==> src/rtl/seg7_pkg.sv <==
// Shared 7-segment definitions: segment patterns (g..a, active-high) and the decode result type.
// The same constants are used by the encoder so both directions stay in lockstep.
package seg7_pkg;

    localparam logic [6:0] SEG_0     = 7'h3F;
    localparam logic [6:0] SEG_1     = 7'h06;
    localparam logic [6:0] SEG_2     = 7'h5B;
    localparam logic [6:0] SEG_3     = 7'h4F;
    localparam logic [6:0] SEG_4     = 7'h66;
    localparam logic [6:0] SEG_5     = 7'h6D;
    localparam logic [6:0] SEG_6     = 7'h7D;
    localparam logic [6:0] SEG_7     = 7'h07;
    localparam logic [6:0] SEG_8     = 7'h7F;
    localparam logic [6:0] SEG_9     = 7'h6F;
    localparam logic [6:0] SEG_A     = 7'h77;
    localparam logic [6:0] SEG_B     = 7'h7C;
    localparam logic [6:0] SEG_C     = 7'h58;
    localparam logic [6:0] SEG_D     = 7'h5E;
    localparam logic [6:0] SEG_E     = 7'h79;
    localparam logic [6:0] SEG_BLANK = 7'h00;

    typedef struct packed {
        logic       legal;
        logic [3:0] value;
    } seg_dec_t;

endpackage

==> src/rtl/seg7_pattern_decode.sv <==
// Combinational 7-segment pattern to hex decoder; illegal patterns flag legal=0 and read as F.
module seg7_pattern_decode
    import seg7_pkg::*;
(
    input  logic [6:0] pattern_i,
    output seg_dec_t   dec_o
);

    always_comb begin
        dec_o.legal = 1'b1;
        dec_o.value = 4'hF;
        case (pattern_i)
            SEG_0:     dec_o.value = 4'h0;
            SEG_1:     dec_o.value = 4'h1;
            SEG_2:     dec_o.value = 4'h2;
            SEG_3:     dec_o.value = 4'h3;
            SEG_4:     dec_o.value = 4'h4;
            SEG_5:     dec_o.value = 4'h5;
            SEG_6:     dec_o.value = 4'h6;
            SEG_7:     dec_o.value = 4'h7;
            SEG_8:     dec_o.value = 4'h8;
            SEG_9:     dec_o.value = 4'h9;
            SEG_A:     dec_o.value = 4'hA;
            SEG_B:     dec_o.value = 4'hB;
            SEG_C:     dec_o.value = 4'hC;
            SEG_D:     dec_o.value = 4'hD;
            SEG_E:     dec_o.value = 4'hE;
            // Blank deliberately aliases hex F, matching the encoder.
            SEG_BLANK: dec_o.value = 4'hF;
            default:   dec_o.legal = 1'b0;
        endcase
    end

endmodule

==> src/rtl/seg7_capture_decoder.sv <==
// Passive monitor of a multiplexed 7-segment bus: synchronises, waits for a stable sample,
// then decodes the pattern into the enabled digit's register.
module seg7_capture_decoder
    import seg7_pkg::*;
#(
    parameter int unsigned NUM_DIGITS    = 4,
    parameter int unsigned SYNC_STAGES   = 2,
    parameter int unsigned STABLE_CYCLES = 4,
    localparam int unsigned IdxW = (NUM_DIGITS > 1) ? $clog2(NUM_DIGITS) : 1
) (
    input  logic                    clk,
    input  logic                    rst,
    input  logic [7:0]              segments_i,
    input  logic [NUM_DIGITS-1:0]   digit_sel_i,
    output logic [4*NUM_DIGITS-1:0] digit_values_o,
    output logic [NUM_DIGITS-1:0]   digit_valid_o,
    output logic [NUM_DIGITS-1:0]   digit_dp_o,
    output logic                    update_o,
    output logic [IdxW-1:0]         update_idx_o,
    output logic                    pattern_err_o,
    output logic                    sel_err_o,
    output logic [7:0]              err_count_o
);

    localparam int unsigned SW   = NUM_DIGITS + 8;
    localparam int unsigned CntW = $clog2(STABLE_CYCLES + 1);

    logic [SW-1:0]   sync_q [SYNC_STAGES];
    logic [SW-1:0]   s, s_prev_q;
    logic [CntW-1:0] cnt_q, cnt_d;
    logic            capture;

    logic [NUM_DIGITS-1:0] sel;
    logic                  sel_zero, sel_onehot;
    logic [IdxW-1:0]       sel_idx;
    seg_dec_t              dec;

    logic [4*NUM_DIGITS-1:0] values_q, values_d;
    logic [NUM_DIGITS-1:0]   valid_q, valid_d, dp_q, dp_d;
    logic                    update_q, update_d, perr_q, perr_d, serr_q, serr_d;
    logic [IdxW-1:0]         idx_q, idx_d;
    logic [7:0]              err_q, err_d;
    logic                    err_inc;

    assign s       = sync_q[SYNC_STAGES-1];
    assign sel     = s[SW-1:8];
    assign capture = (s == s_prev_q) && (cnt_q == CntW'(STABLE_CYCLES - 1));

    assign sel_zero   = (sel == '0);
    assign sel_onehot = !sel_zero && ((sel & (sel - NUM_DIGITS'(1))) == '0);

    always_comb begin
        sel_idx = '0;
        for (int i = 0; i < NUM_DIGITS; i++) begin
            if (sel[i]) sel_idx = IdxW'(i);
        end
    end

    seg7_pattern_decode u_decode (
        .pattern_i (s[6:0]),
        .dec_o     (dec)
    );

    // Counter saturates so a held pattern captures exactly once.
    always_comb begin
        cnt_d = cnt_q;
        if (s != s_prev_q) begin
            cnt_d = '0;
        end else if (cnt_q != CntW'(STABLE_CYCLES)) begin
            cnt_d = cnt_q + CntW'(1);
        end
    end

    always_comb begin
        values_d = values_q;
        valid_d  = valid_q;
        dp_d     = dp_q;
        idx_d    = idx_q;
        update_d = 1'b0;
        perr_d   = 1'b0;
        serr_d   = 1'b0;
        err_inc  = 1'b0;
        if (capture) begin
            if (sel_onehot) begin
                values_d[4*sel_idx +: 4] = dec.value;
                valid_d[sel_idx]         = dec.legal;
                dp_d[sel_idx]            = s[7];
                idx_d                    = sel_idx;
                update_d                 = 1'b1;
                perr_d                   = !dec.legal;
                err_inc                  = !dec.legal;
            end else if (!sel_zero) begin
                serr_d  = 1'b1;
                err_inc = 1'b1;
            end
        end
        err_d = (err_inc && (err_q != 8'hFF)) ? err_q + 8'd1 : err_q;
    end

    always_ff @(posedge clk or posedge rst) begin
        if (rst) begin
            for (int i = 0; i < SYNC_STAGES; i++) sync_q[i] <= '0;
            s_prev_q <= '0;
            cnt_q    <= '0;
            values_q <= '0;
            valid_q  <= '0;
            dp_q     <= '0;
            idx_q    <= '0;
            update_q <= 1'b0;
            perr_q   <= 1'b0;
            serr_q   <= 1'b0;
            err_q    <= '0;
        end else begin
            sync_q[0] <= {digit_sel_i, segments_i};
            for (int i = 1; i < SYNC_STAGES; i++) sync_q[i] <= sync_q[i-1];
            s_prev_q <= s;
            cnt_q    <= cnt_d;
            values_q <= values_d;
            valid_q  <= valid_d;
            dp_q     <= dp_d;
            idx_q    <= idx_d;
            update_q <= update_d;
            perr_q   <= perr_d;
            serr_q   <= serr_d;
            err_q    <= err_d;
        end
    end

    assign digit_values_o = values_q;
    assign digit_valid_o  = valid_q;
    assign digit_dp_o     = dp_q;
    assign update_o       = update_q;
    assign update_idx_o   = idx_q;
    assign pattern_err_o  = perr_q;
    assign sel_err_o      = serr_q;
    assign err_count_o    = err_q;

endmodule
==> config.mk <==
export PLATFORM = sky130hd
export DESIGN_NAME = seg7_capture_decoder
export DESIGN_NICKNAME = d
export VERILOG_FILES = /design/src/rtl/seg7_pkg.sv /design/src/rtl/seg7_pattern_decode.sv /design/src/rtl/seg7_capture_decoder.sv
export SDC_FILE = /design/constraint.sdc
export NUM_CORES = 1
export LEC_CHECK = 0
export ABC_AREA = 1
export CAP_MARGIN = 20
export CORE_MARGIN = 2
export CORE_UTILIZATION = 50
export CTS_CLUSTER_SIZE = 24
export DETAILED_ROUTE_END_ITERATION = 10
export PLACE_DENSITY_LB_ADDON = 0.3
export SLEW_MARGIN = 20
export SYNTH_ARGS = -nofsm -noshare
export SYNTH_HDL_FRONTEND = slang
export SYNTH_SLANG_ARGS = --single-unit
==> constraint.sdc <==
create_clock -name clk -period 6 [get_ports clk]
set_input_delay 0.9 -clock clk [delete_from_list [all_inputs] [get_ports clk]]
set_output_delay 0.9 -clock clk [all_outputs]
set_load 0.005 [all_outputs]
* Word-level counts from Yosys, hierarchy flattened
Index checks and enable logic that the tools add are counted.
** Word-level totals
- Register bits after elaboration :: 76
- Bits in latches :: 0
- RAM bits :: 0
- Bits in read-only memories :: 0
- Output and inout port bits :: 37
- Word-level logic and storage cells :: 74
- Memories :: 0
** Cells by class
- Add/sub/neg operators :: 4
- Multiply operators :: 0
- Div/mod/pow operators :: 0
- $lt $le $gt $ge :: 2
- Eq/ne operators :: 20
- Shifts and indexed selects :: 2
- Muxes and demuxes :: 21
- Bitwise logic cells :: 1
- Reductions and logical operators :: 12
** Operators by type and width (number)
- $eq A7 B7 Y1 const B :: 12
- $pmux W4 S15 :: 1
- $neg A4 Y34 :: 1
- $shift A4 B34 Y16 const A :: 1
- $shiftx A4 B34 Y16 :: 1
- $bwmux W16 :: 1
- $reduce_or A16 Y1 :: 1
- $eq A7 B3 Y1 const B :: 2
- $eq A12 B12 Y1 :: 1
- $mux W1 :: 12
- $ne A12 B12 Y1 :: 1
- $add A8 B1 Y8 const B :: 1
- $bwmux W4 :: 2
- $logic_not A4 Y1 :: 2
- $ne A8 B8 Y1 const B :: 1
- $eq A7 B6 Y1 const B :: 1
- $logic_not A7 Y1 :: 1
- $mux W3 :: 2
- $and A4 B4 Y4 :: 1
- $logic_and A1 B1 Y1 :: 4
- $mux W2 :: 2
- $sub A4 B1 Y4 const B :: 1
- $add A3 B1 Y3 const B :: 1
- $eq A3 B2 Y1 const B :: 1
- 7 further kinds :: 8

* Logic depth before layout (Yosys ltp)
- Depth after elaboration :: 8
- Mapped depth :: 14
- Gate-level depth less buffers :: 14

* By module
A second synthesis with hierarchy kept.
** Second synthesis, totals
- Cells, all modules :: 429
- Area, all modules :: 3662.3 µm²
** By module, submodules not included
- seg7_capture_decoder :: times used 1, cells an instance 344, area each 3265.6 µm², seq. area each 1901.8 µm²
- seg7_pattern_decode :: times used 1, cells an instance 85, area each 396.6 µm², seq. area each 0.0 µm²

* Least setup slack after synthesis
No wires, ideal clock.
- Path type :: reg-to-reg
- Start point :: register sync_q (netlist bit s[10])
- End point :: register values_q[3], in the netlist digit_values_o[3]
- Data arrival time :: 1.769 ns
- Data required time :: 5.924 ns
- Path slack :: 4.155 ns
- Stages on the path, launching flop included :: 9
- Period minus slack after synthesis :: 1.845 ns
- Cell sequence :: dfrtp_1 -> inv_1 -> a21oi_2 -> inv_1 -> ha_1 -> inv_1 -> nor3_1 -> nand2_1 -> o21ai_1
** Between the ends
- Word-level cells in the longest chain between the ends :: 5
** RTL lines
- start: declaration :: RTL line seg7_capture_decoder.sv:28 : logic [SW-1:0] sync_q [SYNC_STAGES];
- $mux W2 (*) (2 in a row) :: RTL line seg7_capture_decoder.sv:55 : if (sel[i]) sel_idx = IdxW'(i);
- named net sel_idx[0] :: RTL line seg7_capture_decoder.sv:35 : logic [IdxW-1:0] sel_idx;
- $neg A4 Y34 (*) :: RTL line seg7_capture_decoder.sv:85 : values_d[4*sel_idx +: 4] = dec.value;
- $shiftx A4 B34 Y16 / $shift A4 B34 Y16 (equally long branches) :: RTL line seg7_capture_decoder.sv:85
- $bwmux W16 (*) :: RTL line seg7_capture_decoder.sv:85
- end signal: assignment :: RTL line seg7_capture_decoder.sv:118 : values_q <= values_d;
- end: declaration :: RTL line seg7_capture_decoder.sv:38 : logic [4*NUM_DIGITS-1:0] values_q, values_d;
Mark *: on every way through the listed nets, which the timed path passes. The rest lies on a longest branch.
A chain may end at the register's enable or synchronous reset.

* Worst setup path in the final report
- Start point :: register err_q[2], in the netlist err_count_o[2]
- End point :: output err_count_o[2]
** RTL lines
- start: declaration :: RTL line seg7_capture_decoder.sv:42 : logic [7:0] err_q, err_d;
- start signal: assignment :: RTL line seg7_capture_decoder.sv:125 : err_q <= err_d;
- end: declaration :: RTL line seg7_capture_decoder.sv:22 : output logic [7:0] err_count_o
No word-level cell between the ends.

==> impl_metrics.py <==
metrics = {
    "clocking": {
        "cts_post_setup_buffers_inserted": 0,
        "cts_tree": "built",
        "cts_max_level": 3,
        "ctsResizeCount": 0,
        "ctsRootBufferMaster": "clkbuf_8",
        "clkSlewWorstSetupHoldPaths_ns": 0.08,
        "cts_made_buffers": 9,
        "cts_hold_buf": 0,
        "clock_latency_ns": 0.36,
        "cts_buffer_depth": 2,
        "cts.sinks": 76,
    },
    "placement": {
        "globalplace.congestion": 0.929,
        "hpwl_um": 4700,
        "io_buffers": 50,
    },
    "sta": {
        "fmax_mhz": 449,
        "finalHoldViolations": 0,
        "fin_tns_setup_ns": 0,
        "fin_crit_sh": 0.371,
        "slew_headroom": 0.400,
        "final-setup-viol-count": 0,
        "min_period_ns": 2.23,
        "skew_ns": 0.0134,
        "drv_slew": 0,
        "rsz0062_at_grt": "false",
        "worstMarginPinSlew_ns": 0.900,
    },
    "floorplan": {
        "coreArea_mm2": 0.00679,
        "fp.dieW_um": 87.9,
        "start_util": 0.518,
        "ios": 51,
        "rows": 30,
        "die-area_mm2": 0.00773,
        "die_y_um": 87.9,
    },
    "hold_path": {
        "worstHoldEndpoint": "s[10]",
        "worstHoldStart": "sync_q[22]",
        "hp-class": "reg2reg",
        "whs_path_depth": 0,
    },
    "worst_setup_path": {
        "r2r-end": "digit_values_o[3]",
        "cpMaxStageDelayCell": "clkdlybuf4s50_1",
        "r2r_slack_ns": 3.86,
        "r2r_start": "s[10]",
        "ff2ff_path_depth": 8,
        "end_kind": "primary output",
        "crit_fanout": 5,
        "required_ns": 5.10,
        "cp-start-kind": "flop",
        "cp_num_buf_inv": 1,
        "worstPathArrival_ns": 1.33,
        "path_class": "reg2out",
        "path_cells": "clkdlybuf4s50_1",
        "crit_family": "buffers and inverters",
        "cpPeakStageDelay_ns": 0.54,
    },
    "routing": {
        "dr_total_vias": 2659,
        "drc_errors": 0,
        "detail-route-antenna-nets": 0,
        "dr.pass1.iters": 4,
        "drt_iter0_markers": 120,
        "routed_wl_um": 6410,
        "via_per_inst": 4.79,
        "wl_per_cell_um": 11.5,
    },
    "outcome": {
        "status": "finished clean",
    },
    "synthesis": {
        "synth_edf_count": 0,
        "ys_warn_count": 0,
        "syn_nets": 419,
        "synth_top_cell_area_share": 0.540,
        "syn_area_mm2": 0.00352,
        "netlist_instances": 396,
        "synth.most_common_cell": "nand2_1",
        "synthArstFlopShare": 1.00,
        "ys_types": 26,
        "ys_ff_latch": 76,
        "yosysTopAreaCell": "dfrtp_1",
        "synthTopCellsByArea": "dfrtp_1 54%, nand2_1 14%, inv_1 4.3%",
        "ys_seq_area_frac": 0.540,
        "syn_area_per_cell_um2": 8.89,
        "ys_top_cells_by_count": "132 x nand2_1, 76 x dfrtp_1, 40 x inv_1",
        "synth_ff_type": "dfrtp_1",
    },
    "layout": {
        "antenna_cells": 0,
        "area_growth_pct": 22.2,
        "final_layout_size_suffix_gt1_frac": 0.113,
        "fillers": 587,
        "nets": 478,
    },
    "grt": {
        "antenna_found_initial": 0,
        "grt_first_pass_wirelength_um": 11000,
        "gr-usage-all-layers": 0.186,
        "first_global_vias": 2528,
        "grt_max_degree": 77,
        "grt_overflow": 0,
    },
    "power": {
        "fin_total_pwr_mw": 0.969,
        "cellPowerDensity_mw_per_mm2": 225,
        "power.leakage_nw": 2.18,
        "ir_drop_v": 0.000166,
    },
    "job": {
        "cap_violations": 0,
    },
}
==> worst max-delay path by stage <==
stage,slack (ns),depth (start not counted),startpoint,endpoint
after global placement,3.86,3,rst,digit_valid_o[1]
after detailed placement,3.85,3,rst,digit_dp_o[3]
after floorplan,3.16,1,rst,cnt_q[0]
final,3.77,1,err_count_o[2],err_count_o[2]
after global routing,3.61,8,s[10],digit_values_o[0]
after CTS,3.77,1,err_count_o[0],err_count_o[0]
==> worst register-to-register path, stage by stage, from the launching register on <==
cell     delay [ns]
dfrtp_1        0.43
inv_1          0.08
a21oi_2        0.35
inv_1          0.18
ha_1           0.37
inv_1          0.08
nor3_1         0.35
nand2_1        0.11
o21ai_1        0.14
==> cell type report <==
| class | instances | area [um^2] | share of cell area |
|---|---|---|---|
| clock buffer | 11 | 131 | 0.0305 |
| clock inverter | 4 | 51.3 | 0.0119 |
| inverter | 44 | 165 | 0.0384 |
| multi-input combinational | 273 | 1430 | 0.331 |
| sequential | 76 | 1900 | 0.442 |
| tap | 96 | 120 | 0.0279 |
| timing repair buffer | 51 | 508 | 0.118 |
==> power breakdown <==
part           total [mW]  internal (mW)  switching, mW
clock               0.367          0.190          0.177
combinational      0.0674         0.0233         0.0441
sequential          0.534          0.524        0.00989
==> layout by cell type (no fill, tap or decap) <==
cell / n
nor2_2: 8
a21oi_1: 5
inv_1: 39
dfrtp_1: 76
o21ai_1: 14
nand4_1: 11
a21oi_2: 1
nand3_2: 5
nand3b_1: 1
clkinvlp_4: 1
xnor2_1: 3
nand2_2: 5
clkbuf_8: 9
inv_2: 5
clkbuf_1: 2
clkinv_2: 1
nor2_8: 1
nand3_1: 28
nor2_4: 5
xor2_1: 2
nand2_4: 6
xnor2_2: 1
clkinv_4: 1
nand2_1: 132
o211ai_1: 1
clkdlybuf4s50_1: 50
bufinv_16: 1
nor2_1: 30
nor3_1: 4
nand4_4: 1
buf_4: 1
ha_1: 9
==> kinds of logic (layout without fill, tap and decap cells) <==
kind of cell,Yosys count,count (layout),synth area share
buffers and inverters,47,110,0.0554
adder cells (fa/ha/maj),9,9,0.0320
flip-flops,76,76,0.540
AO/OA/AOI/OAI,21,21,0.0316
XOR/XNOR,6,6,0.0171
AND/OR/NAND/NOR,237,237,0.324
==> metrics by stage <==
step | hold WS, ns | instances | utilization | worst slack, ns | area [um^2]
after global routing | 0.356 | 555 | 0.633 | 3.61 | 4300
final | 0.344 | 555 | 0.633 | 3.77 | 4300
after floorplan | 0.331 | 396 | - | 3.16 | 3520
after global placement | 0.332 | 540 | 0.606 | 3.86 | 4120
after CTS | 0.345 | 555 | 0.633 | 3.77 | 4300
after detailed placement | 0.335 | 540 | 0.606 | 3.85 | 4120
==> per-layer routing <==
| metal | share of wire | vias to the layer above | track usage |
|---|---|---|---|
| li1 | - | 1361 | - |
| met1 | 0.47 | 1232 | 0.237 |
| met2 | 0.48 | 56 | 0.301 |
| met3 | 0.035 | 10 | 0.0490 |
| met4 | 0.017 | 0 | 0.0797 |
| met5 | 0 | - | 0 |
==> sequential cells by signal (all words and copies together), names as in the netlist <==
| signal | flops |
|---|---|
| digit_values_o | 16 |
| update_idx_o | 2 |
| s | 12 |
| digit_valid_o | 4 |
| digit_dp_o | 4 |
| sel_err_o | 1 |
| err_count_o | 8 |
| s_prev_q | 12 |
| cnt_q | 3 |
| update_o | 1 |
| pattern_err_o | 1 |
| sync_q | 12 |
(Power assumes the default switching activity.)
